===== src/rtl/bit_permute_pipe_pkg.sv =====
// Shared definitions for the bit-permutation pipeline.
//   PERM_* : per-transaction permutation mode encodings (also used by the
//            instruction decoder when it generates in_mode).
//   width_ok() : legality test for the WIDTH parameter.
package bit_permute_pipe_pkg;

   localparam logic [1:0] PERM_PASS           = 2'd0;
   localparam logic [1:0] PERM_BITREV         = 2'd1;
   localparam logic [1:0] PERM_BYTEREV        = 2'd2;
   localparam logic [1:0] PERM_BITREV_IN_BYTE = 2'd3;

   // Datapath must be a whole number of bytes, at least one.
   function automatic bit width_ok(input int w);
      return (w >= 8) && ((w % 8) == 0);
   endfunction

endpackage


===== src/rtl/bit_permute_pipe_permute.sv =====
// permute_comb: purely combinational bit permutation.
//   out  : permuted word
//   in   : operand
//   mode : PERM_PASS / PERM_BITREV / PERM_BYTEREV / PERM_BITREV_IN_BYTE
// All three non-trivial permutations are pure wiring; the mode only picks one.
module permute_comb
   import bit_permute_pipe_pkg::*;
#(
   parameter int WIDTH = 16
) (
   output logic [WIDTH-1:0] out,
   input  logic [WIDTH-1:0] in,
   input  logic [1:0]       mode
);

   localparam int NB = WIDTH / 8;

   logic [WIDTH-1:0] bit_rev;
   logic [WIDTH-1:0] byte_rev;
   logic [WIDTH-1:0] bit_rev_ib;

   for (genvar j = 0; j < NB; j++) begin : g_byte
      for (genvar k = 0; k < 8; k++) begin : g_bit
         assign bit_rev[8*j+k]    = in[WIDTH-1-(8*j+k)];
         assign byte_rev[8*j+k]   = in[8*(NB-1-j)+k];
         assign bit_rev_ib[8*j+k] = in[8*j+7-k];
      end
   end

   always_comb begin
      out = in;
      case (mode)
         PERM_BITREV:         out = bit_rev;
         PERM_BYTEREV:        out = byte_rev;
         PERM_BITREV_IN_BYTE: out = bit_rev_ib;
         default:             out = in;
      endcase
   end

endmodule


===== src/rtl/bit_permute_pipe.sv =====
// bit_permute_pipe: two-stage pipelined bit permutation with valid/ready
// handshakes on both sides.
//   clk, rst_n          : clock, asynchronous active-low reset
//   in_valid/in_ready   : input handshake; in_data/in_mode sampled on transfer
//   out_valid/out_ready : output handshake; out_data held stable while stalled
// Stage A holds the raw operand and its mode; stage B holds the permuted
// result. Each stage advances when it is empty or the stage after it moves,
// so a full pipe refills on the same edge the consumer drains it.
module bit_permute_pipe
   import bit_permute_pipe_pkg::*;
#(
   parameter int WIDTH = 16
) (
   input  logic             clk,
   input  logic             rst_n,
   input  logic             in_valid,
   output logic             in_ready,
   input  logic [WIDTH-1:0] in_data,
   input  logic [1:0]       in_mode,
   output logic             out_valid,
   input  logic             out_ready,
   output logic [WIDTH-1:0] out_data
);

   if (!width_ok(WIDTH)) begin : g_width_chk
      $error("bit_permute_pipe: WIDTH must be a multiple of 8 and >= 8");
   end

   logic             a_valid, b_valid;
   logic [WIDTH-1:0] a_data, b_data;
   logic [1:0]       a_mode;
   logic [WIDTH-1:0] perm_data;
   logic             a_adv, b_adv;

   // Ready ripples back combinationally so a full pipe never loses a cycle.
   assign b_adv    = !b_valid || out_ready;
   assign a_adv    = !a_valid || b_adv;
   assign in_ready = a_adv;

   permute_comb #(.WIDTH(WIDTH)) u_perm (
      .out  (perm_data),
      .in   (a_data),
      .mode (a_mode)
   );

   // Stage A data registers load whenever A advances, even on idle cycles;
   // a_valid alone says whether the contents mean anything.
   always_ff @(posedge clk or negedge rst_n) begin
      if (!rst_n) begin
         a_valid <= 1'b0;
         a_data  <= '0;
         a_mode  <= PERM_PASS;
      end else if (a_adv) begin
         a_valid <= in_valid;
         a_data  <= in_data;
         a_mode  <= in_mode;
      end
   end

   always_ff @(posedge clk or negedge rst_n) begin
      if (!rst_n) begin
         b_valid <= 1'b0;
         b_data  <= '0;
      end else if (b_adv) begin
         b_valid <= a_valid;
         b_data  <= perm_data;
      end
   end

   assign out_valid = b_valid;
   assign out_data  = b_data;

endmodule

===== config.mk =====
export PLATFORM = sky130hd
export DESIGN_NAME = bit_permute_pipe
export DESIGN_NICKNAME = d
export VERILOG_FILES = /design/src/rtl/bit_permute_pipe_pkg.sv /design/src/rtl/bit_permute_pipe_permute.sv /design/src/rtl/bit_permute_pipe.sv
export SDC_FILE = /design/constraint.sdc
export NUM_CORES = 1
export LEC_CHECK = 0
export ABC_CLOCK_PERIOD_IN_PS = 3860
export CAP_MARGIN = 20
export CORE_MARGIN = 4
export CORE_UTILIZATION = 55
export CTS_BUF_LIST = sky130_fd_sc_hd__clkbuf_8
export CTS_CLUSTER_SIZE = 16
export DETAILED_ROUTE_END_ITERATION = 16
export GPL_TIMING_DRIVEN = 0
export HOLD_SLACK_MARGIN = 0.08
export PLACE_DENSITY = 0.86
export SYNTH_ARGS = -nofsm -noshare
export SYNTH_HDL_FRONTEND = slang
export SYNTH_SLANG_ARGS = --single-unit

===== constraint.sdc =====
create_clock -name clk -period 3.86 [get_ports clk]
set_input_delay 0.772 -clock clk [delete_from_list [all_inputs] [get_ports clk]]
set_output_delay 0.772 -clock clk [all_outputs]
set_load 0.05 [all_outputs]

## Yosys cells after proc, flatten, opt, wreduce, memory -nomap -nowiden

Index checks and enable logic that the tools add are counted.

| word-level totals | value |
|---|---|
| bits in registers | 36 |
| input port bits | 22 |
| output and inout port bits | 18 |
| word-level logic and storage cells | 13 |

| operators by class | value |
|---|---|
| equal/unequal tests | 3 |
| multiplexer cells | 1 |
| reductions and logical operators | 4 |

Operators with widths:

| kind | number |
|---|---|
| 16-bit case mux with 3 select lines | 1 |
| 2-bit equality test (second input constant) | 2 |
| 2-bit by 1-bit equality test with 1-bit output (second input constant) | 1 |
| 1-bit zero test | 2 |
| 1-bit logical OR | 2 |

## Logic depth before layout (Yosys ltp)

Gate-level depths: netlist of run 1.

| logic depth | value |
|---|---|
| depth in word-level cells | 3 |
| gate-level depth with buffers | 4 |

## Hierarchy

A second synthesis of run 1 with hierarchy kept.

| unflattened totals | value |
|---|---|
| cell total of the unflattened synthesis | 98 |
| area total of the unflattened synthesis | 1,825.5 sq um |

By module, submodules not included:

| module | times used | cells an instance | area an instance (sq um) |
|---|---|---|---|
| bit_permute_pipe | 1 | 78 | 1,386.3 |
| permute_comb | 1 | 20 | 439.2 |

## Worst setup path before layout of run 1

Ideal clock, no wire load.

| timing path | value |
|---|---|
| path type | input port to output port |
| start | input port out_ready |
| end | output port in_ready |
| data arrival time | 1,223 ps |
| slack | 1,865 ps |
| cell stages on the path | 2 |
| cells stage by stage | nand3b_1 -> buf_2 |

| between the ends | value |
|---|---|
| cells in the longest elaborated chain, start to end | 2 |

Ends and longest elaborated chain:

| element | line | source |
|---|---|---|
| start, declared | bit_permute_pipe.sv:21 | `input logic out_ready,` |
| 1-bit logical OR | bit_permute_pipe.sv:36 | `assign b_adv = !b_valid \|\| out_ready;` |
| 1-bit logical OR | bit_permute_pipe.sv:37 | `assign a_adv = !a_valid \|\| b_adv;` |
| end, declared | bit_permute_pipe.sv:17 | `output logic in_ready,` |

No other way between the ends.

## Worst setup path in the final report of run 1

Same ends and word-level chain as after synthesis.

==> results of run 1 <==
[worst max-delay path: stages]
cell	delay [ps]
sky130_fd_sc_hd__clkdlybuf4s50_1	470
sky130_fd_sc_hd__nand3b_1	120
sky130_fd_sc_hd__buf_2	250
sky130_fd_sc_hd__clkdlybuf4s50_1	840
[metal layers]
| metal | routed length [um] | track usage | vias up |
|---|---|---|---|
| li1 | - | - | 478 |
| met1 | 1369 | 0.2268 | 552 |
| met2 | 1559 | 0.2720 | 26 |
| met3 | 158 | 0.05199 | 6 |
| met4 | 41 | 0.05440 | 0 |
| met5 | 0 | 0 | - |
[logic make-up (layout without fill, tap and decap cells)]
logic type | count (synthesis) | in the layout | share of synthesized area
muxes | 50 | 50 | 0.4483
DFF | 36 | 36 | 0.5028
buffers and inverters | 8 | 55 | 0.03422
and+or+nand+nor | 4 | 4 | 0.01467
[cells in the final DEF, fill, tap and decap left out]
master | synthesis | routed
sky130_fd_sc_hd__clkdlybuf4s50_1 | 0 | 38
sky130_fd_sc_hd__buf_2 | 6 | 7
sky130_fd_sc_hd__nand3b_1 | 1 | 1
sky130_fd_sc_hd__mux4_1 | 11 | 11
sky130_fd_sc_hd__mux2_2 | 29 | 29
sky130_fd_sc_hd__nand2b_1 | 3 | 3
sky130_fd_sc_hd__buf_6 | 1 | 1
sky130_fd_sc_hd__mux2_4 | 5 | 5
sky130_fd_sc_hd__clkinv_2 | 0 | 2
sky130_fd_sc_hd__dfrtp_1 | 36 | 36
sky130_fd_sc_hd__clkbuf_8 | 0 | 6
sky130_fd_sc_hd__buf_12 | 1 | 1
sky130_fd_sc_hd__mux4_2 | 5 | 5
[cell usage after synthesis]
library cell,instances,area share
sky130_fd_sc_hd__mux4_1,11,0.16
sky130_fd_sc_hd__buf_2,6,0.017
sky130_fd_sc_hd__dfrtp_1,36,0.50
sky130_fd_sc_hd__buf_6,1,0.0063
sky130_fd_sc_hd__mux2_2,29,0.18
sky130_fd_sc_hd__mux4_2,5,0.063
sky130_fd_sc_hd__mux2_4,5,0.042
sky130_fd_sc_hd__buf_12,1,0.011
sky130_fd_sc_hd__nand3b_1,1,0.0042
sky130_fd_sc_hd__nand2b_1,3,0.010
[per-stage QoR]
step,instances,setup WS [ps]
2_1_floorplan,98,1865
3_3_place_gp,181,631.0
3_5_place_dp,181,634.5
4_1_cts,189,621.9
5_1_grt,189,553.3
6_report,189,622.0
[report_power, final]
group | total (W) | internal (W) | switching [W]
Combinational | 0.000455 | 0.000211 | 0.000244
Clock | 0.000267 | 0.000142 | 0.000125
Sequential | 0.000486 | 0.000441 | 0.0000443
[flip-flops by register name, indices dropped and copies added, names as in the netlist]
signal / flops
out_data: 16
a_valid: 1
out_valid: 1
a_data: 16
a_mode: 2
[layout make-up]
class                           instances  area [um2]  share of cell area
Sequential cell                        36       900.9              0.3875
Multi-Input combinational cell         54       829.5              0.3568
Timing Repair Buffer                   39       385.4              0.1658
Clock buffer                            6       82.58             0.03552
Buffer                                  8       61.31             0.02637
Tap cell                               44       55.05             0.02368
Clock inverter                          2       10.01            0.004306
[worst max path at each step]
| stage | to | cells after the start | startpoint | slack, ps |
|---|---|---|---|---|
| finish | in_ready | 4 | out_ready | 620 |
| global route | in_ready | 4 | out_ready | 550 |
| CTS | in_ready | 4 | out_ready | 620 |
| detailed placement | in_ready | 4 | out_ready | 630 |
| global placement | in_ready | 4 | out_ready | 630 |
| floorplan | in_ready | 2 | out_ready | 1870 |
==> metrics.txt, run 1 <==
# TYPE chip_impl_metric gauge
chip_impl_metric{name="min_delay_path_depth",unit=""} 1
chip_impl_metric{name="synth_warnings",unit=""} 0
chip_impl_metric{name="grt_pass1_vias",unit=""} 1123
chip_impl_metric{name="fin_setup_tns",unit="ps"} 0
chip_impl_metric{name="synth_seq_area_share",unit=""} 0.5028
chip_impl_metric{name="postCtsResizedCells",unit=""} 0
chip_impl_metric{name="timing.fmax",unit="GHz"} 0.3088
chip_impl_metric{name="worstPathMaxFanout",unit=""} 10
chip_impl_metric{name="route.detailed.wl_per_inst",unit="um"} 16.55
chip_impl_metric{name="layout.cell_area.non_filler",unit="um2"} 2325
chip_impl_metric{name="insertedDiodeCount",unit=""} 0
chip_impl_metric{name="finalWeightedCongestion",unit=""} 0.7351
chip_impl_metric{name="crit_required",unit="ps"} 3090
chip_impl_metric{name="ant_nets",unit=""} 0
chip_impl_metric{name="placeableCoreArea",unit="um2"} 3078
chip_impl_info{name="min_path_type",value="reg2reg"} 1
chip_impl_metric{name="io-pin-count",unit=""} 40
chip_impl_metric{name="design.final.nets",unit=""} 166
chip_impl_metric{name="count_of_hold_buffers_inserted_by_post_cts_repair",unit=""} 0
chip_impl_metric{name="setup_viol",unit=""} 0
chip_impl_metric{name="cp_data_arrival_time",unit="ps"} 2470
chip_impl_metric{name="via_count",unit=""} 1062
chip_impl_metric{name="antenna_violations_before_repair",unit=""} 0
chip_impl_metric{name="area_delta_synth_final",unit="%"} 29.75
chip_impl_metric{name="placementRows",unit=""} 20
chip_impl_metric{name="syn_area",unit="um2"} 1792
chip_impl_info{name="hold_path_end",value="out_valid"} 1
chip_impl_metric{name="io_buffers",unit=""} 39
chip_impl_info{name="outcome",value="finished, final reports clean"} 1
chip_impl_metric{name="cap_viol_max_count",unit=""} 0
chip_impl_metric{name="timing.slew.headroom",unit=""} 0.4877
chip_impl_metric{name="worst-r2r-cell-count",unit=""} 3
chip_impl_metric{name="power_density",unit="nW/um2"} 519.6
chip_impl_info{name="critPathCaptureType",value="output port"} 1
chip_impl_metric{name="clock_insertion_delay_worst_skew",unit="ps"} 280
chip_impl_info{name="startpoint_type_of_the_worst_setup_path",value="primary input"} 1
chip_impl_metric{name="period_needed",unit="ps"} 3238
chip_impl_info{name="r2r_end",value="out_data[0]"} 1
chip_impl_metric{name="synth-seq-cells",unit=""} 36
chip_impl_metric{name="report.final.slew_viol_count",unit=""} 0
chip_impl_metric{name="hold_viol_final",unit=""} 0
chip_impl_metric{name="postCtsSetupRepairBufs",unit=""} 0
chip_impl_metric{name="grt_pass1_wl",unit="um"} 5423
chip_impl_metric{name="ctsLongestPathBuffers",unit=""} 2
chip_impl_metric{name="synth.lib_cells_used.distinct",unit=""} 10
chip_impl_metric{name="total_power",unit="W"} 0.001208
chip_impl_metric{name="clkTransAtPathRegs",unit="ps"} 70
chip_impl_metric{name="power_leakage",unit="nW"} 0.9769
chip_impl_metric{name="cts-buffers-inserted",unit=""} 5
chip_impl_metric{name="layout.filler_cells",unit=""} 209
chip_impl_info{name="clock_tree_root",value="sky130_fd_sc_hd__clkbuf_8"} 1
chip_impl_metric{name="placedInstanceArea",unit="um2"} 2232
chip_impl_metric{name="initial_cell_density_of_the_core",unit=""} 0.5821
chip_impl_metric{name="gr-usage-all-layers",unit=""} 0.1711
chip_impl_info{name="worst_min_delay_path_startpoint",value="a_valid"} 1
chip_impl_metric{name="drive_gt1_frac",unit=""} 0.3862
chip_impl_metric{name="cts.sink_count",unit=""} 36
chip_impl_info{name="critical_path_start_end_classification",value="in2out"} 1
chip_impl_metric{name="grt_overflow",unit=""} 0
chip_impl_metric{name="die-area",unit="um2"} 4235
chip_impl_metric{name="dr.first_iter.drc_count",unit=""} 49
chip_impl_metric{name="finish.utilization",unit=""} 0.7553
chip_impl_metric{name="drtPass1Iterations",unit=""} 4
chip_impl_metric{name="mappedNetlistNets",unit=""} 120
chip_impl_metric{name="synth.avg_cell_area",unit="um2"} 18.28
chip_impl_metric{name="die-width",unit="um"} 65.08
chip_impl_metric{name="ir_worst_vdd",unit="mV"} 0.3500
chip_impl_info{name="grt_setup_unrepaired",value="false"} 1
chip_impl_metric{name="via_per_inst",unit=""} 5.619
chip_impl_metric{name="remaining_drc_errors",unit=""} 0
chip_impl_metric{name="die_height",unit="um"} 65.08
chip_impl_info{name="tritoncts_clock_tree",value="built"} 1
chip_impl_metric{name="fin_hold_ws",unit="ps"} 473.4
chip_impl_metric{name="fin_worst_skew",unit="ps"} 7.441
chip_impl_metric{name="layout_worst_path_cycle_share",unit=""} 0.8389
chip_impl_metric{name="timing_worst_slew_pin_value",unit="ps"} 768.4
chip_impl_metric{name="post_synthesis_instance_total",unit=""} 98
chip_impl_metric{name="htreeDepth",unit=""} 2
chip_impl_info{name="rr_startpoint",value="a_mode[1]"} 1
chip_impl_metric{name="reg2reg_setup_slack",unit="ps"} 2320
chip_impl_metric{name="grt_start_max_net_pins",unit=""} 37
chip_impl_metric{name="postRouteWirelength",unit="um"} 3128
Power figures use the tool's default switching activity.
==> inputs of run 2 (changes only) <==
ABC_CLOCK_PERIOD_IN_PS = 2900   (was 3860)
CORE_UTILIZATION = 47   (was 55)
PLACE_DENSITY = 0.78   (was 0.86)
clock period = 2.9 ns   (was 3.86 ns; I/O delays follow)
==> run 2 against run 1 <==
Effect of this change:
- utilization shrank 12 points
- register-to-register slack lost 930 ps
- sequential cell count is the same
- die area grew 15%
- global-route usage shrank 2.8 points
- final cell count grew 2.1%
- largest cell class unchanged
- largest power group unchanged
- highest routed layer unchanged
==> metrics.txt, run 2 (synthesis gave the netlist of run 1 again) <==
# TYPE chip_impl_metric gauge
chip_impl_metric{name="critPathMaxStageDelay",unit="ps"} 480
chip_impl_metric{name="hold_viol_final",unit=""} 0
chip_impl_metric{name="antenna_violations_before_repair",unit=""} 0
chip_impl_metric{name="timing.fmax",unit="GHz"} 0.3980
chip_impl_metric{name="pre_cts_ws",unit="ps"} 12.19
chip_impl_metric{name="postRouteWirelength",unit="um"} 3246
chip_impl_metric{name="cts.sink_count",unit=""} 36
chip_impl_info{name="outcome",value="finished, final reports clean"} 1
chip_impl_metric{name="crit_required",unit="ps"} 2320
chip_impl_info{name="crit_path_cell_trace",value="clkdlybuf4s50_1, nand3b_1, buf_2, dlymetal6s2s_1"} 1
chip_impl_metric{name="grt_pass1_vias",unit=""} 1048
chip_impl_metric{name="fin_setup_tns",unit="ps"} 0
chip_impl_info{name="critPathCaptureType",value="output port"} 1
chip_impl_metric{name="cap_viol_max_count",unit=""} 0
chip_impl_metric{name="setup_viol",unit=""} 0
chip_impl_metric{name="die-width",unit="um"} 69.74
chip_impl_metric{name="ctsLongestPathBuffers",unit=""} 2
chip_impl_metric{name="worstPathMaxFanout",unit=""} 10
chip_impl_metric{name="io-pin-count",unit=""} 40
chip_impl_metric{name="drive_gt1_frac",unit=""} 0.3724
chip_impl_metric{name="grt_start_max_net_pins",unit=""} 37
chip_impl_metric{name="cts-buffers-inserted",unit=""} 5
chip_impl_metric{name="ir_worst_vdd",unit="mV"} 0.3516
chip_impl_metric{name="setup_slack",unit="ps"} 387.2
chip_impl_metric{name="placementRows",unit=""} 22
chip_impl_metric{name="dp.cells",unit=""} 185
chip_impl_metric{name="via_per_inst",unit=""} 5.456
chip_impl_metric{name="power_leakage",unit="nW"} 0.9838
chip_impl_metric{name="number_of_non_filler_instances_in_the_completed_layout",unit=""} 193
chip_impl_metric{name="reg2reg_setup_slack",unit="ps"} 1390
chip_impl_metric{name="clock_insertion_delay_worst_skew",unit="ps"} 280
chip_impl_metric{name="fin_worst_skew",unit="ps"} 1.431
chip_impl_metric{name="via_count",unit=""} 1053
chip_impl_metric{name="htreeDepth",unit=""} 2
chip_impl_metric{name="ant_nets",unit=""} 0
chip_impl_metric{name="grt_pass1_wl",unit="um"} 5306
chip_impl_metric{name="placeableCoreArea",unit="um2"} 3661
chip_impl_metric{name="io_buffers",unit=""} 39
chip_impl_info{name="grt_setup_unrepaired",value="false"} 1
chip_impl_metric{name="timing.slew.headroom",unit=""} 0.4862
chip_impl_info{name="critical-path-slowest-cell",value="sky130_fd_sc_hd__clkdlybuf4s50_1"} 1
chip_impl_info{name="rr_startpoint",value="a_mode[0]"} 1
chip_impl_info{name="clock_tree_root",value="sky130_fd_sc_hd__clkbuf_8"} 1
chip_impl_metric{name="worst-r2r-cell-count",unit=""} 4
chip_impl_metric{name="design.final.nets",unit=""} 166
chip_impl_metric{name="report.final.slew_viol_count",unit=""} 0
chip_impl_metric{name="insertedDiodeCount",unit=""} 0
chip_impl_metric{name="gr-usage-all-layers",unit=""} 0.1427
chip_impl_info{name="most_common_cell_after_layout_fill_and_taps_aside",value="sky130_fd_sc_hd__clkdlybuf4s50_1"} 1
chip_impl_info{name="startpoint_type_of_the_worst_setup_path",value="primary input"} 1
chip_impl_info{name="critical_path_start_end_classification",value="in2out"} 1
chip_impl_metric{name="power_density",unit="nW/um2"} 687.7
chip_impl_metric{name="finish.utilization",unit=""} 0.6364
chip_impl_metric{name="timing_worst_slew_pin_value",unit="ps"} 770.7
chip_impl_metric{name="total_power",unit="W"} 0.001602
chip_impl_info{name="r2r_end",value="out_data[12]"} 1
chip_impl_info{name="tritoncts_clock_tree",value="built"} 1
chip_impl_metric{name="finalWeightedCongestion",unit=""} 0.7193
chip_impl_metric{name="post-dp-hpwl",unit="um"} 2453
chip_impl_metric{name="remaining_drc_errors",unit=""} 0
chip_impl_metric{name="grt_overflow",unit=""} 0
chip_impl_metric{name="die_height",unit="um"} 69.74
chip_impl_metric{name="cp_data_arrival_time",unit="ps"} 1930
chip_impl_metric{name="drtPass1Iterations",unit=""} 4
chip_impl_metric{name="dr.first_iter.drc_count",unit=""} 47
chip_impl_info{name="min_path_type",value="in2async"} 1
chip_impl_metric{name="area_delta_synth_final",unit="%"} 30.03
chip_impl_metric{name="route.detailed.wl_per_inst",unit="um"} 16.82
chip_impl_metric{name="layout_worst_path_cycle_share",unit=""} 0.8665
chip_impl_metric{name="die-area",unit="um2"} 4864
chip_impl_info{name="most-common-layout-cells",value="37 x sky130_fd_sc_hd__clkdlybuf4s50_1, 36 x sky130_fd_sc_hd__dfrtp_1, 29 x sky130_fd_sc_hd__mux2_2, 11 x sky130_fd_sc_hd__mux4_1, 7 x sky130_fd_sc_hd__buf_2"} 1
chip_impl_metric{name="initial_cell_density_of_the_core",unit=""} 0.4894
chip_impl_metric{name="clkTransAtPathRegs",unit="ps"} 70
chip_impl_metric{name="period_needed",unit="ps"} 2513
==> run 2: cell types whose count changed in the layout (fill, tap and decap cells not counted), sizes merged <==
cell,before,now
dlymetal6s2s,0,1
clkinv,2,0
clkdlybuf4s50,38,37
inv,0,2
==> run 2: layout make-up <==
class / instances / area (um2)
clock buffer: 6 / 82.58
sequential: 36 / 900.9
tap: 48 / 60.06
timing repair buffer: 39 / 387.9
fill: 272 / 1331
buffer: 8 / 61.31
clock inverter: 2 / 7.507
multi-input combinational: 54 / 829.5
==> run 2: layer usage <==
layer,GRT usage,wire [um],vias to the layer above
met5,0,0,-
met4,0.06596,38,0
met3,0.04348,131,4
met2,0.2225,1622,30
met1,0.1831,1455,534
li1,-,-,485
==> run 2: repair_timing <==
| action | 4_1_cts | 5_1_grt |
|---|---|---|
| buffers inserted | 0 | 0 |
| setup endpoints to repair | 0 | 1 |
| hold buffers | 0 | 0 |
| gates resized for setup | 0 | 1 |
==> run 2: how the worst max path moves through the flow <==
stage / start / to / slack, ps
floorplan: out_valid / in_ready / 1240
global placement: out_ready / in_ready / 50
detailed placement: out_ready / in_ready / 10
CTS: out_ready / in_ready / 5
global route: out_ready / in_ready / 350
finish: out_ready / in_ready / 390
==> run 2: report_power, final <==
group	internal (W)	total, W	switching (W)
Clock	0.000186	0.000347	0.000160
Sequential	0.000588	0.000648	0.0000606
Combinational	0.000281	0.000607	0.000326
==> run 2: per-stage QoR <==
stage | hold slack [ps] | cell area (um2)
after floorplan | 284.4 | 1792
after global placement | 444.9 | 2242
after detailed placement | 458.2 | 2237
after CTS | 388.5 | 2327
after global routing | 438.1 | 2330
final | 371.2 | 2330
==> run 2: worst max-delay path, delay by kind of cell <==
family | cells | cell delay [ps]
and+or+nand+nor | 1 | 140
buffers and inverters | 3 | 1210
